`src/rtl/muldiv_unit_pkg.sv`:
```
// muldiv_unit_pkg: shared ALU/RV32M op encodings and muldiv FSM states
package muldiv_unit_pkg;
  localparam logic [3:0] ALU_ADD = 4'd0;
  localparam logic [3:0] ALU_SUB = 4'd1;
  localparam logic [3:0] ALU_AND = 4'd2;
  localparam logic [3:0] ALU_OR  = 4'd3;
  localparam logic [3:0] ALU_XOR = 4'd4;
  localparam logic [3:0] ALU_SLL = 4'd5;
  localparam logic [3:0] ALU_SRL = 4'd6;
  localparam logic [3:0] ALU_SRA = 4'd7;
  localparam logic [2:0] MD_MUL    = 3'd0;
  localparam logic [2:0] MD_MULH   = 3'd1;
  localparam logic [2:0] MD_MULHSU = 3'd2;
  localparam logic [2:0] MD_MULHU  = 3'd3;
  localparam logic [2:0] MD_DIV    = 3'd4;
  localparam logic [2:0] MD_DIVU   = 3'd5;
  localparam logic [2:0] MD_REM    = 3'd6;
  localparam logic [2:0] MD_REMU   = 3'd7;
  typedef enum logic [1:0] {IDLE, MUL, DIV, DONE} state_e;
endpackage

```
`src/rtl/muldiv_unit_div_iter.sv`:
```
// div_iter: one-bit-per-cycle restoring divider on unsigned magnitudes
module div_iter #(
  parameter int WIDTH = 32
) (
  input  logic             clk,
  input  logic             rst,
  input  logic             load,
  input  logic             step,
  input  logic [WIDTH-1:0] dividend,
  input  logic [WIDTH-1:0] divisor,
  output logic [WIDTH-1:0] quo_nxt,
  output logic [WIDTH-1:0] rem_nxt
);
  logic [WIDTH-1:0] q, r, d;
  logic [WIDTH:0] r_sh, diff;
  logic ge;
  always_comb begin
    r_sh = {r, q[WIDTH-1]};
    diff = r_sh - {1'b0, d};
    ge = !diff[WIDTH];
    quo_nxt = {q[WIDTH-2:0], ge};
    rem_nxt = ge ? diff[WIDTH-1:0] : r_sh[WIDTH-1:0];
  end
  always_ff @(posedge clk or posedge rst) begin
    if (rst) begin
      q <= '0;
      r <= '0;
      d <= '0;
    end else if (load) begin
      q <= dividend;
      r <= '0;
      d <= divisor;
    end else if (step) begin
      q <= quo_nxt;
      r <= rem_nxt;
    end
  end
endmodule

```
`src/rtl/muldiv_unit.sv`:
```
// muldiv_unit: iterative RV32M multiply/divide unit with valid/ready handshake.
// MULDIV_FAST_MUL_EN selects a single-cycle multiplier instead of shift-add.
module muldiv_unit
  import muldiv_unit_pkg::*;
#(
  parameter int WIDTH = 32
) (
  input  logic             clk,
  input  logic             rst,
  input  logic             req_valid,
  output logic             req_ready,
  input  logic [2:0]       req_op,
  input  logic [WIDTH-1:0] req_a,
  input  logic [WIDTH-1:0] req_b,
  output logic             resp_valid,
  input  logic             resp_ready,
  output logic [WIDTH-1:0] resp_result,
  input  logic             flush
);
  state_e state, state_nxt;
  logic [2:0] op;
  logic [4:0] cnt;
  logic qneg, rneg, accept, div_op, a_sgn, b_sgn, special;
  logic [WIDTH:0] a_ext, b_ext;
  logic [WIDTH-1:0] da, db, special_res, quo_nxt, rem_nxt, div_res;
`ifdef MULDIV_FAST_MUL_EN
  localparam state_e MUL_DST = DONE;
  logic signed [2*WIDTH+1:0] prod;
`else
  localparam state_e MUL_DST = MUL;
  logic [2*WIDTH-1:0] acc, mcand, acc_nxt;
  logic [WIDTH-1:0] mplier;
`endif
  assign req_ready = state == IDLE;
  assign resp_valid = state == DONE;
  always_comb begin
    accept = req_valid && req_ready && !flush;
    div_op = req_op[2];
    a_sgn = div_op ? !req_op[0] : (req_op == MD_MULH || req_op == MD_MULHSU);
    b_sgn = div_op ? !req_op[0] : req_op == MD_MULH;
    a_ext = {a_sgn & req_a[WIDTH-1], req_a};
    b_ext = {b_sgn & req_b[WIDTH-1], req_b};
    da = a_ext[WIDTH] ? -req_a : req_a;
    db = b_ext[WIDTH] ? -req_b : req_b;
    special = div_op && (req_b == '0 || (!req_op[0] && req_a == {1'b1, {(WIDTH-1){1'b0}}} && req_b == '1));
    special_res = req_b == '0 ? (req_op[1] ? req_a : '1) : (req_op[1] ? '0 : {1'b1, {(WIDTH-1){1'b0}}});
    div_res = op[1] ? (rneg ? -rem_nxt : rem_nxt) : (qneg ? -quo_nxt : quo_nxt);
`ifdef MULDIV_FAST_MUL_EN
    prod = $signed(a_ext) * $signed(b_ext);
`else
    acc_nxt = acc + (mplier[0] ? mcand : '0);
`endif
  end
  always_comb begin
    state_nxt = state;
    unique case (state)
      IDLE: state_nxt = accept ? (special ? DONE : (div_op ? DIV : MUL_DST)) : IDLE;
      MUL, DIV: state_nxt = cnt == '1 ? DONE : state;
      DONE: state_nxt = resp_ready ? IDLE : DONE;
      default: state_nxt = IDLE;
    endcase
    if (flush) state_nxt = IDLE;
  end
  always_ff @(posedge clk or posedge rst) begin
    if (rst) state <= IDLE;
    else state <= state_nxt;
  end
  div_iter #(.WIDTH(WIDTH)) u_div (
    .clk(clk),
    .rst(rst),
    .load(accept),
    .step(state == DIV),
    .dividend(da),
    .divisor(db),
    .quo_nxt(quo_nxt),
    .rem_nxt(rem_nxt)
  );
  always_ff @(posedge clk or posedge rst) begin
    if (rst) begin
      cnt <= '0;
      op <= '0;
      qneg <= 1'b0;
      rneg <= 1'b0;
      resp_result <= '0;
`ifndef MULDIV_FAST_MUL_EN
      acc <= '0;
      mcand <= '0;
      mplier <= '0;
`endif
    end else begin
      cnt <= (state == MUL || state == DIV) ? cnt + 5'd1 : '0;
      if (accept) begin
        op <= req_op;
        qneg <= a_ext[WIDTH] ^ b_ext[WIDTH];
        rneg <= a_ext[WIDTH];
        if (special) resp_result <= special_res;
`ifdef MULDIV_FAST_MUL_EN
        if (!div_op) resp_result <= req_op == MD_MUL ? prod[WIDTH-1:0] : prod[2*WIDTH-1:WIDTH];
`else
        // multiplier sign bit has weight -2^WIDTH, so preload its contribution
        acc <= b_ext[WIDTH] ? -{req_a, {WIDTH{1'b0}}} : '0;
        mcand <= {{(WIDTH-1){a_ext[WIDTH]}}, a_ext};
        mplier <= req_b;
`endif
      end
`ifndef MULDIV_FAST_MUL_EN
      if (state == MUL) begin
        acc <= acc_nxt;
        mcand <= mcand << 1;
        mplier <= mplier >> 1;
        if (cnt == '1) resp_result <= op == MD_MUL ? acc_nxt[WIDTH-1:0] : acc_nxt[2*WIDTH-1:WIDTH];
      end
`endif
      if (state == DIV && cnt == '1) resp_result <= div_res;
    end
  end
endmodule
```
`config.mk`:
```
export PLATFORM = sky130hd
export DESIGN_NAME = muldiv_unit
export DESIGN_NICKNAME = d
export VERILOG_FILES = /design/src/rtl/muldiv_unit_pkg.sv /design/src/rtl/muldiv_unit_div_iter.sv /design/src/rtl/muldiv_unit.sv
export SDC_FILE = /design/constraint.sdc
export NUM_CORES = 1
export LEC_CHECK = 0
export BUFFER_PORTS_ARGS = -buffer_cell sky130_fd_sc_hd__buf_4
export CAP_MARGIN = 20
export CORE_ASPECT_RATIO = 1.75
export CORE_MARGIN = 2
export CORE_UTILIZATION = 41
export CTS_BUF_LIST = sky130_fd_sc_hd__clkbuf_4
export CTS_CLUSTER_SIZE = 8
export DETAILED_ROUTE_END_ITERATION = 10
export GPL_ROUTABILITY_DRIVEN = 0
export MAX_ROUTING_LAYER = met4
export SLEW_MARGIN = 10
export SYNTH_ARGS = -nofsm -noshare
export SYNTH_HDL_FRONTEND = slang
export SYNTH_SLANG_ARGS = --single-unit
```
`constraint.sdc`:
```
create_clock -name clk -period 15.9 [get_ports clk]
set_input_delay 1.59 -clock clk [delete_from_list [all_inputs] [get_ports clk]]
set_output_delay 1.59 -clock clk [all_outputs]
set_load 0.01 [all_outputs]
```
==> summary.txt, run 1 <==
Run status
  • Outcome: finished clean

Yosys
  • Sequential element share of the synthesized area: 31.4%
  • Synth top area share: 31.4%
  • Cells taking the most area after synthesis: sky130_fd_sc_hd__dfrtp_1, sky130_fd_sc_hd__o21ai_0, sky130_fd_sc_hd__nand2_1, sky130_fd_sc_hd__mux2i_1, sky130_fd_sc_hd__ha_1
  • Flip-flop cell with the highest count after synthesis: sky130_fd_sc_hd__dfrtp_1
  • Area of the mapped netlist: 23900 um2
  • Count of flip-flops with a built-in enable after synthesis: 0
  • Syn_area_per_cell: 8.03 um2
  • Number of register bits inferred by synthesis: 300
  • Number of nets produced by synthesis: 3153
  • Netlist cell types: 97
  • Post-synthesis cell count: 2973
  • Warnings from Yosys: 0
  • FFs w/ async S/R, synth: 100%
  • Cell taking the most area after synthesis: sky130_fd_sc_hd__dfrtp_1

Global routing
  • Grt total ovfl: 0
  • GR Layer Usage met3: 4.63%
  • Number of antenna violations at the first check in global routing: 8
  • Aggregate global-route resource usage: 31.8%
  • Wire length of the first global-routing pass: 142000 um
  • Global Route met2 Usage: 56.1%
  • Maximum number of pins on one net before global-route repair: 221
  • GRT busiest layer: met2
  • Number of global-route vias before repair: 23800
  • Global-route met1 utilization: 30.2%

Floorplanning
  • Area of the placeable core: 57800 um2
  • Number of rows in the core area: 117
  • Number of top-level pins: 106
  • Horizontal extent of the die: 186 um
  • Starting density of the core: 41.3%
  • Overall die area: 60300 um2
  • Die span in y: 323 um

Layout
  • Layout overhead on the synthesized area: 9.95%
  • Layout cells sized above 1: 10.5%
  • Most frequent cells in the layout: sky130_fd_sc_hd__nand2_1, sky130_fd_sc_hd__o21ai_0, sky130_fd_sc_hd__dfrtp_1, sky130_fd_sc_hd__a21oi_1, sky130_fd_sc_hd__nor2_1
  • Most common library cell in the layout ignoring fill and taps: sky130_fd_sc_hd__nand2_1
  • Final nets: 3169

Worst setup path
  • Register-to-Register Setup Slack: 9.74 ns
  • Largest fanout on the critical path: 49
  • Crit start category: flop
  • Crit-path max cell delay: 0.72 ns
  • Worst EP arrival: 6.94 ns
  • Critical path, cell by cell: inv_1, ha_1, inv_1, fa_1, a211oi_2, o31ai_2, o21ai_2, a21oi_1, o31ai_2, and2_4, inv_2, buf_4, mux2i_1, ha_1, or3b_2, nor2_1, nand3_1, a21oi_1, a31oi_1, or3_1, mux2_1, o211ai_1
  • Type of element capturing the critical path: flop
  • Slowest library cell on the worst path: sky130_fd_sc_hd__and2_4
  • Setup CP Type: flop to flop
  • Required time worst endpoint: 16.67 ns

Timing
  • Final setup violation count: 0
  • Final cycle utilization of the critical path: 38.8%
  • Slew of the pin with the lowest slew margin: 1.20 ns
  • RSZ-0062 raised after global routing: no
  • Fin Hold WS: 0.458 ns
  • Relative slew slack: 19.8%
  • Final hold violations: 0
  • Setup TNS: 0 ns
  • Max Slew Vio Count: 0
  • Worst clock skew on the final layout: 0.117 ns
  • Tmin final: 6.16 ns
  • Max Freq: 0.162 GHz

Clock network
  • Quantity of hold-fixing buffers added after cts: 0
  • Cell at the root of the clock tree: sky130_fd_sc_hd__clkbuf_4
  • Longest Clk Path Bufs: 3
  • Count of H-tree levels built during CTS: 3
  • # Post-CTS Setup Buffers: 0
  • Number of buffers added by the clock tree synthesis step: 78
  • Clock-pin slew of the registers on the worst-case setup and hold paths: 0.07 ns
  • Clk sinks: 300
  • Clock latency on the worst-skew pair: 0.90 ns
  • Post-cts resize count: 0
  • CTS tree: built

Placement
  • Number of buffers inserted by port buffering: 105
  • Final HPWL from detailed placement: 70700 um

Power and ir drop
  • Power per cell area: 210 nW/um2
  • Peak ir drop on the vdd network: 142 uV
  • Pleak: 11.1 nW

Job
  • Max-cap violations: 0

Hold path
  • Worst min-delay path class: flop to flop

Drt
  • Routed len/inst: 24.5 um
  • Total number of vias: 23600
  • Number of nets with antenna violations after detailed routing: 0
  • Remaining design rule violation count: 0
  • DRT Wirelength: 93900 um
  • Via density per instance: 6.16
  • Number of detailed-route iterations in the first pass: 7
  • Initial drt markers: 2203
==> report_power, final <==
part	leakage, nW	internal (W)	total, W	switching [W]
registers	3.72	0.00107	0.00135	0.000278
clock network	0.629	0.000399	0.000777	0.000378
logic	6.75	0.00120	0.00339	0.00219
total	11.1	0.00267	0.00552	0.00285
==> cells in the mapped netlist (8+ instances only) <==
library cell               count
sky130_fd_sc_hd__a211oi_1     47
sky130_fd_sc_hd__a21boi_0      8
sky130_fd_sc_hd__a21o_1       47
sky130_fd_sc_hd__a21oi_1     212
sky130_fd_sc_hd__a221oi_1     33
sky130_fd_sc_hd__a22oi_1      11
sky130_fd_sc_hd__a31oi_1      43
sky130_fd_sc_hd__and2_1       83
sky130_fd_sc_hd__and3_1       16
sky130_fd_sc_hd__buf_1        11
sky130_fd_sc_hd__buf_2        12
sky130_fd_sc_hd__clkbuf_1    168
sky130_fd_sc_hd__dfrtp_1     300
sky130_fd_sc_hd__ha_1        106
sky130_fd_sc_hd__inv_1        76
sky130_fd_sc_hd__mux2_2        8
sky130_fd_sc_hd__mux2i_1     133
sky130_fd_sc_hd__nand2_1     415
sky130_fd_sc_hd__nand2b_1     24
sky130_fd_sc_hd__nand3_1      45
sky130_fd_sc_hd__nand4_1      35
sky130_fd_sc_hd__nor2_1      175
sky130_fd_sc_hd__nor2b_1      18
sky130_fd_sc_hd__nor3_1       47
sky130_fd_sc_hd__nor4_1       24
sky130_fd_sc_hd__o211ai_1     17
sky130_fd_sc_hd__o21a_1       12
sky130_fd_sc_hd__o21ai_0     333
sky130_fd_sc_hd__o21ai_1      13
sky130_fd_sc_hd__o21bai_1     19
sky130_fd_sc_hd__o221ai_1     10
sky130_fd_sc_hd__o22ai_1       8
sky130_fd_sc_hd__o31ai_1      33
sky130_fd_sc_hd__o41ai_1      12
sky130_fd_sc_hd__or2_2         8
sky130_fd_sc_hd__or3_1        39
sky130_fd_sc_hd__or4_1        19
sky130_fd_sc_hd__xnor2_1     123
sky130_fd_sc_hd__xor2_1       93
==> worst max-delay path, delay by kind of cell, from the launching register on <==
family / cells / cell delay, ns
compound gates: 8 / 1.77
fa+ha+maj: 3 / 0.87
buf+inv: 4 / 0.43
flops: 1 / 0.40
mux: 2 / 0.63
simple gates: 5 / 1.96
==> cell type report <==
cell class / count / area (um2)
antenna: 9 / 22.5
sequential: 300 / 7510
clock buffer: 109 / 818
tap: 773 / 967
fill: 5851 / 31600
multi-input combinational: 2395 / 15300
timing repair buffer: 134 / 1040
inverter: 80 / 308
clock inverter: 32 / 262
==> routing by layer <==
layer / wire length [um] / up-vias
met3: 5410 / 452
li1: - / 10800
met2: 47800 / 1090
met4: 9290 / 0
met5: 0 / -
met1: 31500 / 11200
==> sequential cells by signal, summed over array words and instances, names as in the netlist <==
signal,count
qneg,1
u_div.d,32
mcand,64
op,3
mplier,32
rneg,1
u_div.q,32
cnt,5
state,2
acc,64
u_div.r,32
resp_result,32
==> final timing paths <==
check / from / end / cells after the start
max in group asynchronous: rst / acc[63]$_DFFE_PP0P_ / 5
worst max register to register: u_div.q[31]$_DFFE_PP0P_ / resp_result[30]$_DFF_PP0_ / 22
worst min register to register: mcand[37]$_DFFE_PP0P_ / mcand[38]$_DFFE_PP0P_ / 2
worst max-delay path: u_div.q[31]$_DFFE_PP0P_ / resp_result[30]$_DFF_PP0_ / 22
worst min-delay path: mcand[37]$_DFFE_PP0P_ / mcand[38]$_DFFE_PP0P_ / 2
min in group asynchronous: rst / cnt[4]$_DFF_PP0_ / 2
==> cell families (layout without fill, tap and decap cells) <==
group                      count (synthesis)  count (layout)  share of synthesized area, %
and+or+nand+nor                          989             989                          19.9
AOI/OAI and AO/OA                        939             939                          24.3
DFF                                      300             300                          31.4
buffers and inverters                    278             355                          4.60
xor gates and xnor gates                 216             216                          7.92
muxes                                    143             143                          6.06
adders and majority gates                108             108                          5.72
other                                      0               9                             0
==> per-stage QoR <==
stage / cell area, um2 / util (%) / worst slack (ns) / total power, W / std cells
after floorplan: 23900 / - / 6.02 / 0.00374 / 2973
after global placement: 25100 / 43.4 / 9.85 / 0.00460 / 3680
after detailed placement: 25100 / 43.4 / 9.76 / 0.00465 / 3680
after CTS: 26200 / 45.3 / 9.79 / 0.00545 / 3821
after global routing: 26200 / 45.4 / 9.32 / 0.00590 / 3832
final: 26200 / 45.4 / 9.74 / 0.00552 / 3832
Power figures use the tool's default switching activity.
==> run 2, diff against run 1 <==
Clock period 15.9 ns to 5.3 ns, I/O delays scaled along.
==> run 2 against run 1 <==
Register-to-register slack worse by 9.6 ns. Clock power rose to 2.8 times the previous value. Wire length up 1.8%. Design area up 2.5%. Highest routed layer unchanged.
==> summary.txt, run 2 (synthesized netlist as in run 1, its figures left out) <==
Layout
  • Number of filler instances in the final layout: 5779 (-1.2%)
  • Most common library cell in the layout ignoring fill and taps: sky130_fd_sc_hd__nand2_1
  • Most frequent cells in the layout: sky130_fd_sc_hd__nand2_1, sky130_fd_sc_hd__o21ai_0, sky130_fd_sc_hd__dfrtp_1, sky130_fd_sc_hd__a21oi_1, sky130_fd_sc_hd__buf_4
  • Final non-filler cell area: 26900 um2 (+2.5%)
  • Final nets: 3251 (+2.6%)
  • Top Registers: acc: 64 flops, mcand: 64 flops
  • Layout overhead on the synthesized area: 12.7%
  • Layout cells sized above 1: 11.9% (+1.3 points)
  • Final core area utilization: 46.5% (+1.1 points)

Clock network
  • Longest Clk Path Bufs: 3 (unchanged)
  • Count of H-tree levels built during CTS: 3 (unchanged)
  • Clk sinks: 300 (unchanged)
  • Number of buffers added by the clock tree synthesis step: 80 (+2.6%)
  • Clock latency on the worst-skew pair: 0.89 ns (about the same)
  • CTS tree: built
  • Clock-pin slew of the registers on the worst-case setup and hold paths: 0.07 ns (about the same)
  • Cell at the root of the clock tree: sky130_fd_sc_hd__clkbuf_4

Worst setup path
  • Reg2Reg Launch Point: mplier[0]$_DFFE_PP0P_
  • Crit start category: flop
  • Worst flop-to-flop path endpoint: resp_result[20]$_DFF_PP0_
  • Largest fanout on the critical path: 51 (+4.1%)
  • Slowest library cell on the worst path: sky130_fd_sc_hd__ha_1
  • Critical path, cell by cell: buf_12, and2_1, ha_1, nand4_1, or3_1, o21ai_0, o22ai_1, buf_4, o31ai_1, a211o_1, a41oi_1, buf_4, xnor2_1, o221ai_1, o221ai_1
  • Setup CP Type: flop to flop
  • Number of buffers and inverters on the critical path: 3 (-1)
  • Register-to-Register Setup Slack: 0.15 ns (-9.59 ns)
  • Required time worst endpoint: 5.95 ns (-10.72 ns)
  • Kind of cell with the highest combined delay on the critical path: compound AO/OA/AOI/OAI gates
  • Worst EP arrival: 5.81 ns (-1.13 ns)
  • Type of element capturing the critical path: flop
  • Crit-path max cell delay: 0.64 ns (-0.08 ns)
  • R2R cell count: 15 (-32%)

Drt
  • Remaining design rule violation count: 0 (unchanged)
  • Total number of vias: 23800 (+0.75%)
  • Initial drt markers: 1936 (-12%)
  • Routed len/inst: 24.5 um (-0.23%)
  • Via density per instance: 6.08 (-1.3%)
  • DRT Wirelength: 95700 um (+1.8%)
  • Number of nets with antenna violations after detailed routing: 0 (unchanged)
  • Number of detailed-route iterations in the first pass: 7 (unchanged)

Power and ir drop
  • Peak ir drop on the vdd network: 406 uV (+190%)
  • Pleak: 11.4 nW (+2.9%)
  • Power per cell area: 625 nW/um2 (+200%)

Placement
  • Number of buffers inserted by port buffering: 105 (unchanged)
  • Post-Place Worst Slack: 0.252 ns (-9.51 ns)
  • Final HPWL from detailed placement: 71800 um (+1.5%)
  • Cell area after placement: 25600 um2 (+1.8%)

Global routing
  • Wire length of the first global-routing pass: 144000 um (+1.4%)
  • Maximum number of pins on one net before global-route repair: 239 (+8.1%)
  • Aggregate global-route resource usage: 32.3% (+0.52 points)
  • Number of antenna violations at the first check in global routing: 4 (-4)
  • Grt total ovfl: 0 (unchanged)
  • Number of global-route vias before repair: 23800 (-0.013%)

Floorplanning
  • Horizontal extent of the die: 186 um (unchanged)
  • Number of rows in the core area: 117 (unchanged)
  • Die span in y: 323 um (unchanged)
  • Overall die area: 60300 um2 (unchanged)
  • Number of top-level pins: 106 (unchanged)
  • Starting density of the core: 41.3% (unchanged)
  • Area of the placeable core: 57800 um2 (unchanged)

Timing
  • Final setup violation count: 0 (unchanged)
  • Final hold violations: 0 (unchanged)
  • Worst clock skew on the final layout: 0.0884 ns (-0.0289 ns)
  • Slew of the pin with the lowest slew margin: 1.16 ns (-0.0443 ns)
  • Final cycle utilization of the critical path: 97.2% (+58 points)
  • Max Slew Vio Count: 0 (unchanged)
  • Setup TNS: 0 ns (unchanged)
  • Max Freq: 0.194 GHz (+20%)
  • Tmin final: 5.15 ns (-1.01 ns)
  • Relative slew slack: 22.5% (+2.7 points)
  • Fin worst setup slack: 0.147 ns (-9.59 ns)

Hold path
  • Hold Crit Endpoint: u_div.q[2]$_DFFE_PP0P_
  • Source of the worst hold timing path: req_a[2]
  • Worst min-delay path class: primary input to flop
  • Cell depth of the worst hold path: 4 (+2)

Job
  • Max-cap violations: 0 (unchanged)

Run status
  • Outcome: finished clean
[run 2: cell types whose count changed in the layout (fill, tap and decap cells not counted), moves of 2 or more]
cell                            delta
sky130_fd_sc_hd__bufinv_16         -2
sky130_fd_sc_hd__clkinvlp_4        +4
sky130_fd_sc_hd__dlygate4sd3_1    +28
sky130_fd_sc_hd__clkinv_2          +4
sky130_fd_sc_hd__clkinv_1          +5
sky130_fd_sc_hd__clkbuf_4         -10
sky130_fd_sc_hd__buf_4            +49
sky130_fd_sc_hd__buf_12            +5
[run 2: worst max path at each step]
stage | from | depth (start not counted) | slack (ns) | to
2_1_floorplan | u_div.q[31]$_DFFE_PP0P_ | 26 | 0.10 | resp_result[30]$_DFF_PP0_
3_3_place_gp | u_div.q[31]$_DFFE_PP0P_ | 21 | 0.31 | resp_result[30]$_DFF_PP0_
3_5_place_dp | u_div.q[31]$_DFFE_PP0P_ | 21 | 0.25 | resp_result[30]$_DFF_PP0_
4_1_cts | u_div.q[31]$_DFFE_PP0P_ | 21 | 0.21 | resp_result[30]$_DFF_PP0_
5_1_grt | u_div.q[31]$_DFFE_PP0P_ | 21 | -0.02 | resp_result[30]$_DFF_PP0_
6_report | mplier[0]$_DFFE_PP0P_ | 15 | 0.15 | resp_result[20]$_DFF_PP0_
[run 2: layout make-up]
| cell class | instances | area [um2] | share of cell area [%] |
|---|---|---|---|
| Multi-Input combinational cell | 2395 | 15400 | 57.1 |
| Sequential cell | 300 | 7510 | 27.9 |
| Timing Repair Buffer | 214 | 1750 | 6.51 |
| Tap cell | 773 | 967 | 3.59 |
| Clock buffer | 99 | 743 | 2.76 |
| Inverter | 80 | 304 | 1.13 |
| Clock inverter | 42 | 263 | 0.976 |
| Antenna cell | 8 | 20.0 | 0.0744 |
[run 2: repair_timing]
action	in CTS	in global routing
hold buffers	28	0
setup buffers	0	1
hold endpoints to repair	39	0
setup endpoints to repair	0	7
resized for setup	0	8
[run 2: tightest hold or removal path, stage by stage]
cell                      delay [ns]
sky130_fd_sc_hd__buf_4          0.13
sky130_fd_sc_hd__xor2_1         0.07
sky130_fd_sc_hd__nand2_1        0.05
sky130_fd_sc_hd__o21ai_0        0.07
[run 2: stage by stage]
step | hold WS (ns) | cells | total power, W
2_1_floorplan | 0.432 | 2973 | 0.0112
3_3_place_gp | 0.449 | 3733 | 0.0141
3_5_place_dp | 0.453 | 3733 | 0.0143
4_1_cts | 0.000190 | 3902 | 0.0166
5_1_grt | 0.0417 | 3910 | 0.0180
6_report | 0.0350 | 3911 | 0.0168
[run 2: power by group]
part / internal (W) / total (W) / switching, W
clock network: 0.00104 / 0.00219 / 0.00115
logic: 0.00389 / 0.0106 / 0.00670
registers: 0.00320 / 0.00404 / 0.000833
total: 0.00813 / 0.0168 / 0.00868
[run 2: layer usage]
| metal | track usage, % | up-vias | share of wire, % |
|---|---|---|---|
| met5 | - | - | 0 |
| met4 | 28.0 | 0 | 9.8 |
| met3 | 4.48 | 388 | 5.6 |
| met2 | 56.1 | 1033 | 50 |
| met1 | 31.9 | 11400 | 34 |
| li1 | - | 11000 | - |
==> run 3, diff against run 2 <==
--- a/config.mk
+++ b/config.mk
@@ -10,3 +10,3 @@
 export CORE_ASPECT_RATIO = 1.75
-export CORE_MARGIN = 2
+export CORE_MARGIN = 1
 export CORE_UTILIZATION = 41
==> constraint.sdc (replaced) <==
create_clock -name clk -period 5.3 [get_ports clk]
set_input_delay 1.06 -clock clk [delete_from_list [all_inputs] [get_ports clk]]
set_output_delay 1.06 -clock clk [all_outputs]
set_load 0.01 [all_outputs]
==> run 3 against run 2 <==
Sequential power about the same. Critical path depth increased by 6. Register-to-register slack improved by 0.08 ns. Maximum frequency increased by 1.5%. Setup slack improved by 0.078 ns. Clock-buffer cell count increased by 16. Combinational power about the same. Sequential cell count unchanged. Cell count decreased by 0.64%. Non-clock buffer count decreased by 12. Utilization increased by 0.12 points.
==> summary.txt, run 3 (synthesized netlist as in run 1, its figures left out) <==
Run status
  • Outcome: finished clean

Power and ir drop
  • Cell internal pwr: 0.00822 W (+1.2%)
  • Net load switching power: 0.00859 W (-1.1%)
  • Power per cell area: 628 nW/um2 (+0.59%)
  • Part of the total power dissipated in sequential elements: 24.0% (about the same)
  • Fraction of power consumed by combinational cells: 62.7% (-0.3 points)
  • Clock group share of total power: 13.3% (+0.3 points)
  • Pleak: 11.4 nW (about the same)
  • Peak ir drop on the vdd network: 448 uV (+10%)
  • Overall Power: 0.0168 W (about the same)
  • Switching share of power: 51.1% (-0.57 points)

Floorplanning
  • Die span in y: 321 um (-0.62%)
  • Number of rows in the core area: 116 (-0.85%)
  • Area of the placeable core: 57300 um2 (-0.85%)
  • Number of top-level pins: 106 (unchanged)
  • Overall die area: 59200 um2 (-1.7%)
  • Starting density of the core: 41.6% (+0.36 points)
  • Horizontal extent of the die: 184 um (-1.1%)

Timing
  • Final setup violation count: 0 (unchanged)
  • Worst clock skew on the final layout: 0.0651 ns (-0.0233 ns)
  • Relative slew slack: 25.9% (+3.4 points)
  • Max Slew Vio Count: 0 (unchanged)
  • Final hold violations: 0 (unchanged)
  • Tmin final: 5.07 ns (-0.0779 ns)
  • Slew of the pin with the lowest slew margin: 1.11 ns (-0.0468 ns)
  • Final cycle utilization of the critical path: 95.8% (-1.5 points)
  • Max Freq: 0.197 GHz (+1.5%)
  • Setup TNS: 0 ns (unchanged)
  • Fin Hold WS: 0.420 ns (+0.384 ns)

Layout
  • Most common library cell in the layout ignoring fill and taps: sky130_fd_sc_hd__nand2_1
  • Final non-filler cell area: 26700 um2 (-0.60%)
  • Final core area utilization: 46.7% (+0.12 points)
  • Layout cells sized above 1: 12.6% (+0.71 points)
  • Layout overhead on the synthesized area: 12.0%
  • Top Registers: acc: 64 flops, mcand: 64 flops
  • Final nets: 3239 (-0.37%)
  • Most frequent cells in the layout: sky130_fd_sc_hd__nand2_1, sky130_fd_sc_hd__o21ai_0, sky130_fd_sc_hd__dfrtp_1, sky130_fd_sc_hd__a21oi_1, sky130_fd_sc_hd__buf_4

Worst setup path
  • Slowest library cell on the worst path: sky130_fd_sc_hd__or3_1
  • Crit-path max cell delay: 0.45 ns (-0.19 ns)
  • Required time worst endpoint: 6.05 ns (+0.10 ns)
  • Largest fanout on the critical path: 5 (-90%)
  • Critical path, cell by cell: inv_1, ha_1, inv_1, fa_2, a211oi_4, o31ai_2, o21ai_2, a21oi_1, or3b_1, and2_4, inv_2, mux2i_1, ha_2, or3b_4, nor2_2, nand3_1, a21oi_1, a31oi_1, or3_1, mux2_1, o211ai_1
  • Kind of cell with the highest combined delay on the critical path: simple AND/OR/NAND/NOR gates
  • Worst EP arrival: 5.83 ns (+0.02 ns)
  • Type of element capturing the critical path: flop
  • Setup CP Type: flop to flop
  • Crit start category: flop
  • Number of buffers and inverters on the critical path: 3 (unchanged)

Drt
  • Remaining design rule violation count: 0 (unchanged)
  • Routed len/inst: 24.4 um (-0.43%)
  • DRT Wirelength: 94600 um (-1.1%)
  • Number of detailed-route iterations in the first pass: 8 (+1)
  • Initial drt markers: 1961 (+1.3%)
  • Total number of vias: 23700 (-0.32%)
  • Via density per instance: 6.10 (+0.32%)
  • Number of nets with antenna violations after detailed routing: 0 (unchanged)

Global routing
  • Number of global-route vias before repair: 23500 (-1.2%)
  • Wire length of the first global-routing pass: 143000 um (-0.68%)
  • Aggregate global-route resource usage: 33.2% (+0.86 points)
  • Grt total ovfl: 0 (unchanged)
  • Maximum number of pins on one net before global-route repair: 110 (-54%)
  • Number of antenna violations at the first check in global routing: 4 (unchanged)

Clock network
  • Cell at the root of the clock tree: sky130_fd_sc_hd__clkbuf_4
  • Quantity of hold-fixing buffers added after cts: 0 (-100%)
  • CTS tree: built
  • Longest Clk Path Bufs: 3 (unchanged)
  • Count of H-tree levels built during CTS: 3 (unchanged)
  • Clk sinks: 300 (unchanged)
  • Clock latency on the worst-skew pair: 0.86 ns (-0.03 ns)
  • Number of buffers added by the clock tree synthesis step: 80 (unchanged)
  • Clock-pin slew of the registers on the worst-case setup and hold paths: 0.07 ns (about the same)

Placement
  • Cell area after placement: 25600 um2 (+0.29%)
  • Final HPWL from detailed placement: 71000 um (-1.0%)
  • Number of buffers inserted by port buffering: 105 (unchanged)

Job
  • Max-cap violations: 0 (unchanged)

Hold path
  • Worst min-delay path class: primary input to async pin
## run 3: changes by cell type in the layout (fill, tap and decap cells not counted), sizes merged
cell	previous run	this run
buf	186	202
clkbuf	99	115
clkinv	37	20
clkinvlp	4	1
diode	8	6
dlygate4sd3	28	0
inv	78	77
## run 3: path summary, 6_finish.rpt
check	slack, ns	startpoint	end	cells past startpoint
setup / recovery	0.23	u_div.q[31]$_DFFE_PP0P_	resp_result[30]$_DFF_PP0_	21
hold / removal	0.42	rst	mplier[27]$_DFFE_PP0P_	2
setup reg to reg	0.23	u_div.q[31]$_DFFE_PP0P_	resp_result[30]$_DFF_PP0_	21
hold reg to reg	0.48	mcand[18]$_DFFE_PP0P_	mcand[19]$_DFFE_PP0P_	2
max in group asynchronous	3.69	rst	mcand[55]$_DFFE_PP0P_	3
min in group clk	0.48	mcand[18]$_DFFE_PP0P_	mcand[19]$_DFFE_PP0P_	2
## run 3: cell type report
| type | instances | area (um2) |
|---|---|---|
| fillers | 5733 | 30600 |
| multi-input cells | 2395 | 15300 |
| flip-flops and latches | 300 | 7510 |
| repair buffers | 202 | 1590 |
| well taps | 767 | 960 |
| clock buffers | 115 | 863 |
| inverters | 80 | 304 |
| clock inverters | 21 | 163 |
| diodes | 6 | 15.0 |
## run 3: metal layers
metal	wire (um)	track usage [%]	up-vias	part of all wire, %
met5	0	-	-	0
met2	46400	55.0	1011	49
met1	32900	33.3	11400	35
met4	9510	29.5	0	10
met3	5870	5.72	380	6.2
li1	-	-	10900	-
## run 3: stage by stage
stage	setup slack (ns)	cells
2_1_floorplan	0.101	2973
3_3_place_gp	0.0338	3738
3_5_place_dp	0.00213	3738
4_1_cts	0.0535	3874
5_1_grt	-0.0375	3885
6_report	0.225	3886
## run 3: power by group through the flow
stage	clock [W]	sequential (W)	combinational, W
after floorplan	0	0.00374	0.00748
after global placement	0	0.00400	0.0101
after detailed placement	0	0.00405	0.0102
after CTS	0.00229	0.00401	0.0103
after global routing	0.00241	0.00414	0.0114
final	0.00224	0.00403	0.0105
## run 3: timing repair
item / in CTS / in global routing
setup endpoints to repair: 0 / 8
buffers inserted: 0 / 5
gates resized for setup: 0 / 7
